<file path="src/rtl/usb_tx_encoder.sv">
// USB FS transmitter: SYNC/PID/payload/CRC16 LSB-first, bit stuffing, NRZI, EOP; `USB_TX_CRC_EN adds CRC16 to DATA0.
// First bit on the wire one clk after the request; buffer popped one clk ahead of each byte, requests while busy are dropped.
module usb_tx_encoder #(
   parameter int CLKS_PER_BIT = 4,
   parameter int MAX_PAYLOAD  = 64
) (
   input  logic       clk,
   input  logic       n_rst,
   input  logic [1:0] tx_packet,
   input  logic [6:0] buffer_occupancy,
   input  logic [7:0] tx_packet_data,
   output logic       get_tx_packet_data,
   output logic       tx_transfer_active,
   output logic       tx_error,
   output logic       dplus_out,
   output logic       dminus_out
);
   localparam int TW = (CLKS_PER_BIT > 2) ? $clog2(CLKS_PER_BIT) : 1;
   localparam logic [TW-1:0] T_LAST = TW'(CLKS_PER_BIT - 1);
   localparam logic [TW-1:0] T_PRE  = TW'(CLKS_PER_BIT - 2);
   localparam logic [6:0]    MAX_OCC = 7'(MAX_PAYLOAD);
   localparam logic [1:0]    PKT_DATA0 = 2'd1;

   typedef enum logic [2:0] {IDLE, SYNC, PID, DATA, CRC_LO, CRC_HI, EOP} state_t;

   state_t        state, nxt_state;
   logic [1:0]    pid;
   logic [6:0]    byte_count;
   logic [7:0]    shreg, nxt_byte;
   logic [2:0]    bit_idx, ones_cnt;
   logic [1:0]    eop_cnt;
   logic [TW-1:0] timer;
   logic          line_j;
   logic          stuff, wrap, more_payload, nxt_bit;
   logic [3:0]    pid4;

`ifdef USB_TX_CRC_EN
   logic [15:0] crc;

   function automatic logic [15:0] crc_step(input logic [15:0] c, input logic b);
      crc_step = {1'b0, c[15:1]} ^ ((c[0] ^ b) ? 16'hA001 : 16'h0000);
   endfunction
`endif

   assign stuff        = (ones_cnt == 3'd6);
   assign wrap         = (timer == T_LAST);
   assign more_payload = ((state == PID) || (state == DATA)) && (byte_count != 7'd0);
   assign pid4         = (pid == 2'd1) ? 4'b0011 : (pid == 2'd2) ? 4'b0010 : 4'b1010;
   assign nxt_bit      = nxt_byte[0];

   // Next byte/state at a byte boundary; within a byte just shift toward the LSB.
   always_comb begin
      nxt_state = state;
      nxt_byte  = {1'b0, shreg[7:1]};
      if (bit_idx == 3'd7) begin
         nxt_byte = 8'h00;
         case (state)
            SYNC: begin
               nxt_state = PID;
               nxt_byte  = {~pid4, pid4};
            end
            PID, DATA: begin
               if (more_payload) begin
                  nxt_state = DATA;
                  nxt_byte  = tx_packet_data;
               end
`ifdef USB_TX_CRC_EN
               else if (pid == PKT_DATA0) begin
                  nxt_state = CRC_LO;
                  nxt_byte  = ~crc[7:0];
               end
`endif
               else nxt_state = EOP;
            end
`ifdef USB_TX_CRC_EN
            CRC_LO: begin
               nxt_state = CRC_HI;
               nxt_byte  = ~crc[15:8];
            end
`endif
            default: nxt_state = EOP;
         endcase
      end
   end

   always_ff @(posedge clk or negedge n_rst) begin
      if (!n_rst) begin
         state              <= IDLE;
         pid                <= 2'd0;
         byte_count         <= 7'd0;
         shreg              <= 8'h00;
         bit_idx            <= 3'd0;
         ones_cnt           <= 3'd0;
         eop_cnt            <= 2'd0;
         timer              <= '0;
         line_j             <= 1'b1;
         dplus_out          <= 1'b1;
         dminus_out         <= 1'b0;
         tx_transfer_active <= 1'b0;
         tx_error           <= 1'b0;
         get_tx_packet_data <= 1'b0;
`ifdef USB_TX_CRC_EN
         crc                <= 16'hFFFF;
`endif
      end else begin
         tx_error           <= (state != IDLE) && (tx_packet != 2'd0);
         // Pop one cycle before the byte boundary so the buffer advances on the load edge.
         get_tx_packet_data <= (state != IDLE) && (timer == T_PRE) && !stuff
                               && (bit_idx == 3'd7) && more_payload;
         if (state == IDLE) begin
            timer <= '0;
            if (tx_packet != 2'd0) begin
               if ((tx_packet == PKT_DATA0) && (buffer_occupancy > MAX_OCC)) begin
                  tx_error <= 1'b1;
               end else begin
                  state              <= SYNC;
                  pid                <= tx_packet;
                  byte_count         <= (tx_packet == PKT_DATA0) ? buffer_occupancy : 7'd0;
                  shreg              <= 8'h80;
                  bit_idx            <= 3'd0;
                  ones_cnt           <= 3'd0;
                  line_j             <= 1'b0;
                  dplus_out          <= 1'b0;
                  dminus_out         <= 1'b1;
                  tx_transfer_active <= 1'b1;
               end
            end
         end else begin
            timer <= wrap ? '0 : timer + 1'b1;
            if (wrap) begin
               if (state == EOP) begin
                  eop_cnt <= eop_cnt + 2'd1;
                  if (eop_cnt == 2'd1) begin
                     line_j     <= 1'b1;
                     dplus_out  <= 1'b1;
                     dminus_out <= 1'b0;
                  end else if (eop_cnt == 2'd2) begin
                     state              <= IDLE;
                     tx_transfer_active <= 1'b0;
                  end
               end else if (stuff) begin
                  ones_cnt   <= 3'd0;
                  line_j     <= ~line_j;
                  dplus_out  <= ~line_j;
                  dminus_out <= line_j;
               end else if (nxt_state == EOP) begin
                  state      <= EOP;
                  eop_cnt    <= 2'd0;
                  ones_cnt   <= 3'd0;
                  dplus_out  <= 1'b0;
                  dminus_out <= 1'b0;
`ifdef USB_TX_CRC_EN
                  crc        <= 16'hFFFF;
`endif
               end else begin
                  state    <= nxt_state;
                  shreg    <= nxt_byte;
                  bit_idx  <= bit_idx + 3'd1;
                  ones_cnt <= nxt_bit ? ones_cnt + 3'd1 : 3'd0;
                  if (!nxt_bit) begin
                     line_j     <= ~line_j;
                     dplus_out  <= ~line_j;
                     dminus_out <= line_j;
                  end
                  if ((nxt_state == DATA) && (bit_idx == 3'd7))
                     byte_count <= byte_count - 7'd1;
`ifdef USB_TX_CRC_EN
                  if (nxt_state == DATA)
                     crc <= crc_step(crc, nxt_bit);
`endif
               end
            end
         end
      end
   end
endmodule

</file>
<file path="config.mk">
export PLATFORM = sky130hd
export DESIGN_NAME = usb_tx_encoder
export DESIGN_NICKNAME = d
export VERILOG_FILES = /design/src/rtl/usb_tx_encoder.sv
export SDC_FILE = /design/constraint.sdc
export NUM_CORES = 1
export LEC_CHECK = 0
export BUFFER_PORTS_ARGS = -buffer_cell sky130_fd_sc_hd__buf_2
export CAP_MARGIN = 10
export CELL_PAD_IN_SITES_DETAIL_PLACEMENT = 1
export CELL_PAD_IN_SITES_GLOBAL_PLACEMENT = 2
export CORE_MARGIN = 2
export CORE_UTILIZATION = 33
export CTS_BUF_LIST = sky130_fd_sc_hd__clkbuf_16
export DETAILED_ROUTE_END_ITERATION = 6
export GPL_TIMING_DRIVEN = 0
export PLACE_DENSITY_LB_ADDON = 0.1
export SLEW_MARGIN = 20
export SYNTH_ARGS = -nofsm -noshare
export SYNTH_HDL_FRONTEND = slang
export SYNTH_SLANG_ARGS = --single-unit
</file>
<file path="constraint.sdc">
create_clock -name clk -period 2.2 [get_ports clk]
set_clock_uncertainty 0.1 [all_clocks]
set_input_delay 0.44 -clock clk [delete_from_list [all_inputs] [get_ports clk]]
set_output_delay 0.44 -clock clk [all_outputs]
set_load 0.02 [all_outputs]
</file>
== Word-level counts from Yosys, hierarchy flattened ==
Cells that the tools add are included.
W data, S select, Z words.

* Word-level logic and storage cells: 164
* Output and inout port bits: 5
* Register bits: 36

* Reductions and logical operators: 29
* Equality and inequality tests: 29
* Mux-type cells: 82
* $lt $le $gt $ge: 1
* Bitwise operators: 4
* Add/sub/neg operators: 5

{| class="wikitable"
|+ Operators by type and width
! operator !! count
|-
| $mux W3 || 24
|-
| $mux W8 || 9
|-
| $mux W7 || 9
|-
| $mux W1 || 31
|-
| $reduce_and A6 Y1 || 4
|-
| $pmux W8 S2 || 1
|-
| $eq A3 B3 Y1 const B || 4
|-
| $reduce_bool A2 Y1 || 6
|-
| $mux W2 || 5
|-
| $ne A2 B2 Y1 const B || 5
|-
| $eq A3 B2 Y1 const B || 3
|-
| $eq A2 B2 Y1 const B || 4
|-
| $logic_and A1 B1 Y1 || 8
|-
| $mux W4 || 2
|-
| $reduce_and A4 Y1 || 2
|-
| $gt A7 B7 Y1 const B || 1
|-
| $reduce_and A7 Y1 || 1
|-
| $reduce_bool A7 Y1 || 1
|-
| $sub A7 B1 Y7 const B || 1
|-
| $add A3 B1 Y3 const B || 2
|-
| $eq A2 B1 Y1 const B || 3
|-
| $ne A3 B2 Y1 const B || 2
|-
| $pmux W3 S2 || 1
|-
| $ne A5 B1 Y1 const B || 1
|-
| 16 further kinds || 20
|}

== Logic depth before layout (Yosys ltp) ==
* Word-level depth: 14
* Mapped depth: 7
* Mapped depth without buffers: 7

== Worst setup path before layout ==
OpenSTA, ideal clock, no wires.

* Path type: flip-flop to flip-flop
* From: register state[2]
* To: register byte_count[1]
* Clock period less this slack: 2.078 ns
* Slack: 0.122 ns
* Path buffers: 0
* Arrival time: 1.854 ns
* Cell stages (with the launch flop): 6
* Cell sequence: dfrtp_1 > nor3_4 > mux2_4 > a21o_2 > nor2_4 > mux2_2

* Cells in the longest elaborated chain, start to end: 10
* Elaborated cells between the ends (all ways): 23
* Classes of those cells: 11 x eq/ne; 4 x mux; 8 x reduce/logical

{| class="wikitable"
|+ RTL lines
! element !! line !! RTL
|-
| from (decl) || 26 || <nowiki>state_t state, nxt_state;</nowiki>
|-
| from (signal assigned) || 156 || <nowiki>state <= nxt_state;</nowiki>
|-
| $eq A3 B2 Y1 || 47, 57 ||
|-
| $logic_or A1 B1 Y1 || 47 || <nowiki>assign more_payload = ((state == PID) || (state == DATA)) && (byte_count != 7'd0);</nowiki>
|-
| $logic_and A1 B1 Y1 || 47 ||
|-
| $mux W3 || 63 || <nowiki>if (more_payload) begin</nowiki>
|-
| $pmux W3 S2 || 57 || <nowiki>case (state)</nowiki>
|-
| $mux W3 || 55 || <nowiki>if (bit_idx == 3'd7) begin</nowiki>
|-
| $eq A3 B2 Y1 || 165 || <nowiki>if ((nxt_state == DATA) && (bit_idx == 3'd7))</nowiki>
|-
| $logic_and A1 B1 Y1 || 165 ||
|-
| $reduce_bool A2 Y1 (no line) || - ||
|-
| $reduce_and A7 Y1 (no line) || - ||
|-
| to (signal assigned) || 118 || <nowiki>byte_count <= (tx_packet == PKT_DATA0) ? buffer_occupancy : 7'd0;</nowiki>
|-
| to (signal assigned) || 166 || <nowiki>byte_count <= byte_count - 7'd1;</nowiki>
|-
| to (decl) || 28 || <nowiki>logic [6:0] byte_count;</nowiki>
|}

Several ways; a longest one is shown, not always the timed one.
A chain may end at the register's enable or synchronous reset.

== Final worst setup path ==
* From: register bit_idx[0]
* To: register byte_count[1]

* Cells in the longest elaborated chain, start to end: 6
* Elaborated cells between the ends (all ways): 8
* Classes of those cells: 4 x eq/ne; 1 x mux; 3 x reduce/logical

{| class="wikitable"
|+ RTL lines
! element !! line !! RTL
|-
| from (decl) || 30 || <nowiki>logic [2:0] bit_idx, ones_cnt;</nowiki>
|-
| from (signal assigned) || 158 || <nowiki>bit_idx <= bit_idx + 3'd1;</nowiki>
|-
| $eq A3 B3 Y1 * || 55, 165 ||
|-
| $mux W3 || 55 ||
|-
| $eq A3 B2 Y1 || 165 ||
|-
| $logic_and A1 B1 Y1 || 165 ||
|-
| $reduce_bool A2 Y1 (no line) || - ||
|-
| $reduce_and A7 Y1 (no line) * || - ||
|}

Mark *: on every way between the ends. The rest lies on a longest branch, timed or not.

==> impl_metrics.tcl <==
set metrics [dict create \
    cp-end-kind "register" \
    design.final.nets 297 \
    global_route.usage.total 0.180 \
    clkSlewWorstSetupHoldPaths_ns 0.05 \
    most_frequent_cells_in_the_layout "32 x dfrtp_1, 24 x buf_2, 19 x nor2_1, 19 x a21oi_1, 19 x o21ai_0" \
    timing.critical_path.slowest_cell_delay_ns 0.36 \
    port_buffers 23 \
    fillerInstances 742 \
    viasPerCell 5.42 \
    drcViolationCount 0 \
    report.final.slew_viol_count 0 \
    clock_sinks 35 \
    cellPowerDensity_nw_per_um2 596 \
    yosysSeqAreaShare 0.407 \
    crit_path_max_fanout 7 \
    detailed_place_hpwl_um 4280 \
    post_synth_num_cell_types 56 \
    outcome "completed" \
    routed-via-count 1877 \
    timing.reg2reg.worst_path_depth 7 \
    most_common_cell_after_layout_fill_and_taps_aside "dfrtp_1" \
    worst_slew_margin_rel 0.437 \
    timing.final.crit_share 0.952 \
    grt_pass1_vias 2026 \
    setup_violations 0 \
    clock-root-buffer "clkbuf_16" \
    holdCritPathClass "in2async" \
    syn_area_per_cell_um2 9.46 \
    num_rows 29 \
    die_area_um2 7200 \
    rsz0062_at_grt "yes" \
    gpl.final_weighted_congestion 0.716 \
    placeableCoreArea_um2 6350 \
    synth_nets 257 \
    switching_share 0.220 \
    start_util 0.340 \
    dp_slack_ns -0.316 \
    worst_setup_path_endpoint "byte_count[1]" \
    synthArstFlopShare 1.00 \
    peakVddDrop_mv 0.269 \
    regToRegEndpoint "byte_count[1]" \
    cp_cell_sequence "ha_2 > ha_4 > a21bo_2 > a211oi_4 > nor2_1 > nor2_4 > mux2_2" \
    worst-setup-path-type "reg2reg" \
    finalCriticalPeriod_ns 2.10 \
    ff2ff_setup_slack_ns 0.10 \
    clock_insertion_delay_worst_skew_ns 0.28 \
    synth_edf_count 0 \
    power_frac_clock 0.500 \
    diode_count 0 \
    synthesis.instances 228 \
    p_seq_frac 0.425 \
    grt_pass1_wl_um 10300 \
    hold_violations 0 \
    drive_gt1_frac 0.279 \
    fmax_mhz 477 \
    power_leakage_nw 1.16 \
    clock_tree_from_tritoncts "built" \
    worst-path-buf-inv 0 \
    detail_route.first_pass.iterations 4 \
    cellInternalPower_mw 1.25 \
    cts_max_path_buffers 2 \
    stdcell_area_um2 2680 \
    grt_start_max_net_pins 36 \
    crit_start "bit_idx[0]" \
    synth-main-ff-cell "dfrtp_1" \
    worst_pin_slew_ns 0.844 \
    power_switching_uw 351 \
    cts_hold_repair.buffers 0 \
    worst_path_dominant_cell_family "compound AO/OA/AOI/OAI gates" \
    drt-total-wl_um 6040 \
    number_of_placed_i_o_pins 24 \
    synthToLayoutAreaGrowth_pct 24.4 \
    power.combinational.fraction 0.075 \
    synth-warning-count 0 \
    finalSetupTns_ns 0 \
    timing.rr.start "bit_idx[0]" \
    maxCapViolCount 0 \
    detail_route.iter0.violations 49 \
    globalRouteOverflowTotal 0 \
    syn_area_um2 2160 \
    ys_seq_elements 35 \
    worstPathArrival_ns 2.16 \
    setup.worst_path.start_class "register" \
    worst-path-stages 7 \
    cts-buffers-inserted 5 \
    wire_per_inst_um 17.5 \
    die_w_um 84.8 \
    critPathSlowestCell "dfrtp_1" \
    final.setup.worst_slack_ns 0.105 \
    grt_antenna_before_repair 0 \
    cp.required_ns 2.26 \
    ctsHtreeMaxLevel 2 \
    cell_area_reported_after_detailed_placement_um2 2370 \
    dieHeight_um 84.8 \
    ant_nets 0 \
]
[cell usage after synthesis (all sizes together), types with 2 or more instances]
library cell	instances	area share
a21oi	21	0.056
and2	2	0.0058
a21bo	2	0.0093
o21ai	22	0.051
a22o	9	0.037
dfrtp	33	0.38
dfstp	2	0.024
nand2b	6	0.017
mux2	4	0.024
inv	13	0.023
o31ai	2	0.0070
buf	3	0.013
clkbuf	5	0.0087
nand3	5	0.014
a21boi	3	0.010
a21o	2	0.0075
nor2	21	0.040
nor3	5	0.019
nor4b	2	0.011
or3	2	0.0058
nor3b	3	0.015
a31o	2	0.0081
nand2	15	0.026
a2bb2oi	6	0.024
ha	10	0.058
a31oi	5	0.015
a22oi	3	0.010
and3	3	0.011
o22ai	4	0.012
[how the worst min path moves through the flow]
stage	start	endpoint	slack, ns	cells after the start
4_1_cts	n_rst	ones_cnt[0]	0.20	1
3_3_place_gp	timer[0]	timer[0]	0.36	1
6_report	n_rst	ones_cnt[1]	0.17	1
2_1_floorplan	n_rst	bit_idx[0]	0.04	0
3_5_place_dp	timer[0]	timer[0]	0.37	1
5_1_grt	n_rst	tx_transfer_active	0.23	1
[cell families (layout without fill, tap and decap cells)]
group | after synthesis | count (layout) | share of synthesized area
compound gates | 87 | 87 | 0.276
fa+ha+maj | 10 | 10 | 0.0580
buf+inv | 21 | 62 | 0.0441
flops | 35 | 35 | 0.407
mux | 5 | 5 | 0.0290
simple gates | 70 | 70 | 0.186
[per-layer routing]
metal  GRT usage  share of wire  vias to the layer above
met5           0              0                        -
met4      0.0390         0.0066                        0
met3      0.0302          0.022                        4
met2       0.283           0.47                       21
met1       0.262           0.51                      933
li1            -              -                      919
[repair_timing]
action | CTS | global route
endpoints found under the setup margin | 21 | 18
pin swaps | 4 | 4
buffers inserted | 4 | 7
gates resized for setup | 7 | 10
[power groups by stage]
stage	clock, mW	sequential (mW)	combinational, mW
after floorplan	0	0.695	0.0537
after global placement	0	0.690	0.111
after detailed placement	0	0.691	0.113
after CTS	0.816	0.679	0.117
after global routing	0.841	0.682	0.135
final	0.799	0.679	0.120
[layout make-up]
type,instances,area (um^2),area share
Multi-Input combinational cell,172,1250,0.465
Timing Repair Buffer,34,201,0.0751
Buffer,7,43.8,0.0163
Clock inverter,3,38.8,0.0145
Sequential cell,35,880,0.328
Clock buffer,5,125,0.0466
Tap cell,77,96.3,0.0359
Inverter,13,48.8,0.0182
[through the flow]
stage | power [mW] | cells | util | hold slack (ns)
final | 1.60 | 346 | 0.422 | 0.170
after global routing | 1.66 | 346 | 0.422 | 0.234
after CTS | 1.61 | 340 | 0.407 | 0.198
after detailed placement | 0.803 | 328 | 0.373 | 0.370
after global placement | 0.802 | 328 | 0.373 | 0.362
after floorplan | 0.749 | 228 | - | 0.0444
[flip-flops by register name, indices dropped and copies added (netlist names)]
name                count
tx_transfer_active      1
dplus_out               1
ones_cnt                3
tx_error                1
get_tx_packet_data      1
line_j                  1
state                   3
timer                   2
pid                     2
byte_count              7
dminus_out              1
bit_idx                 3
eop_cnt                 2
shreg                   7
(Power assumes the default switching activity.)
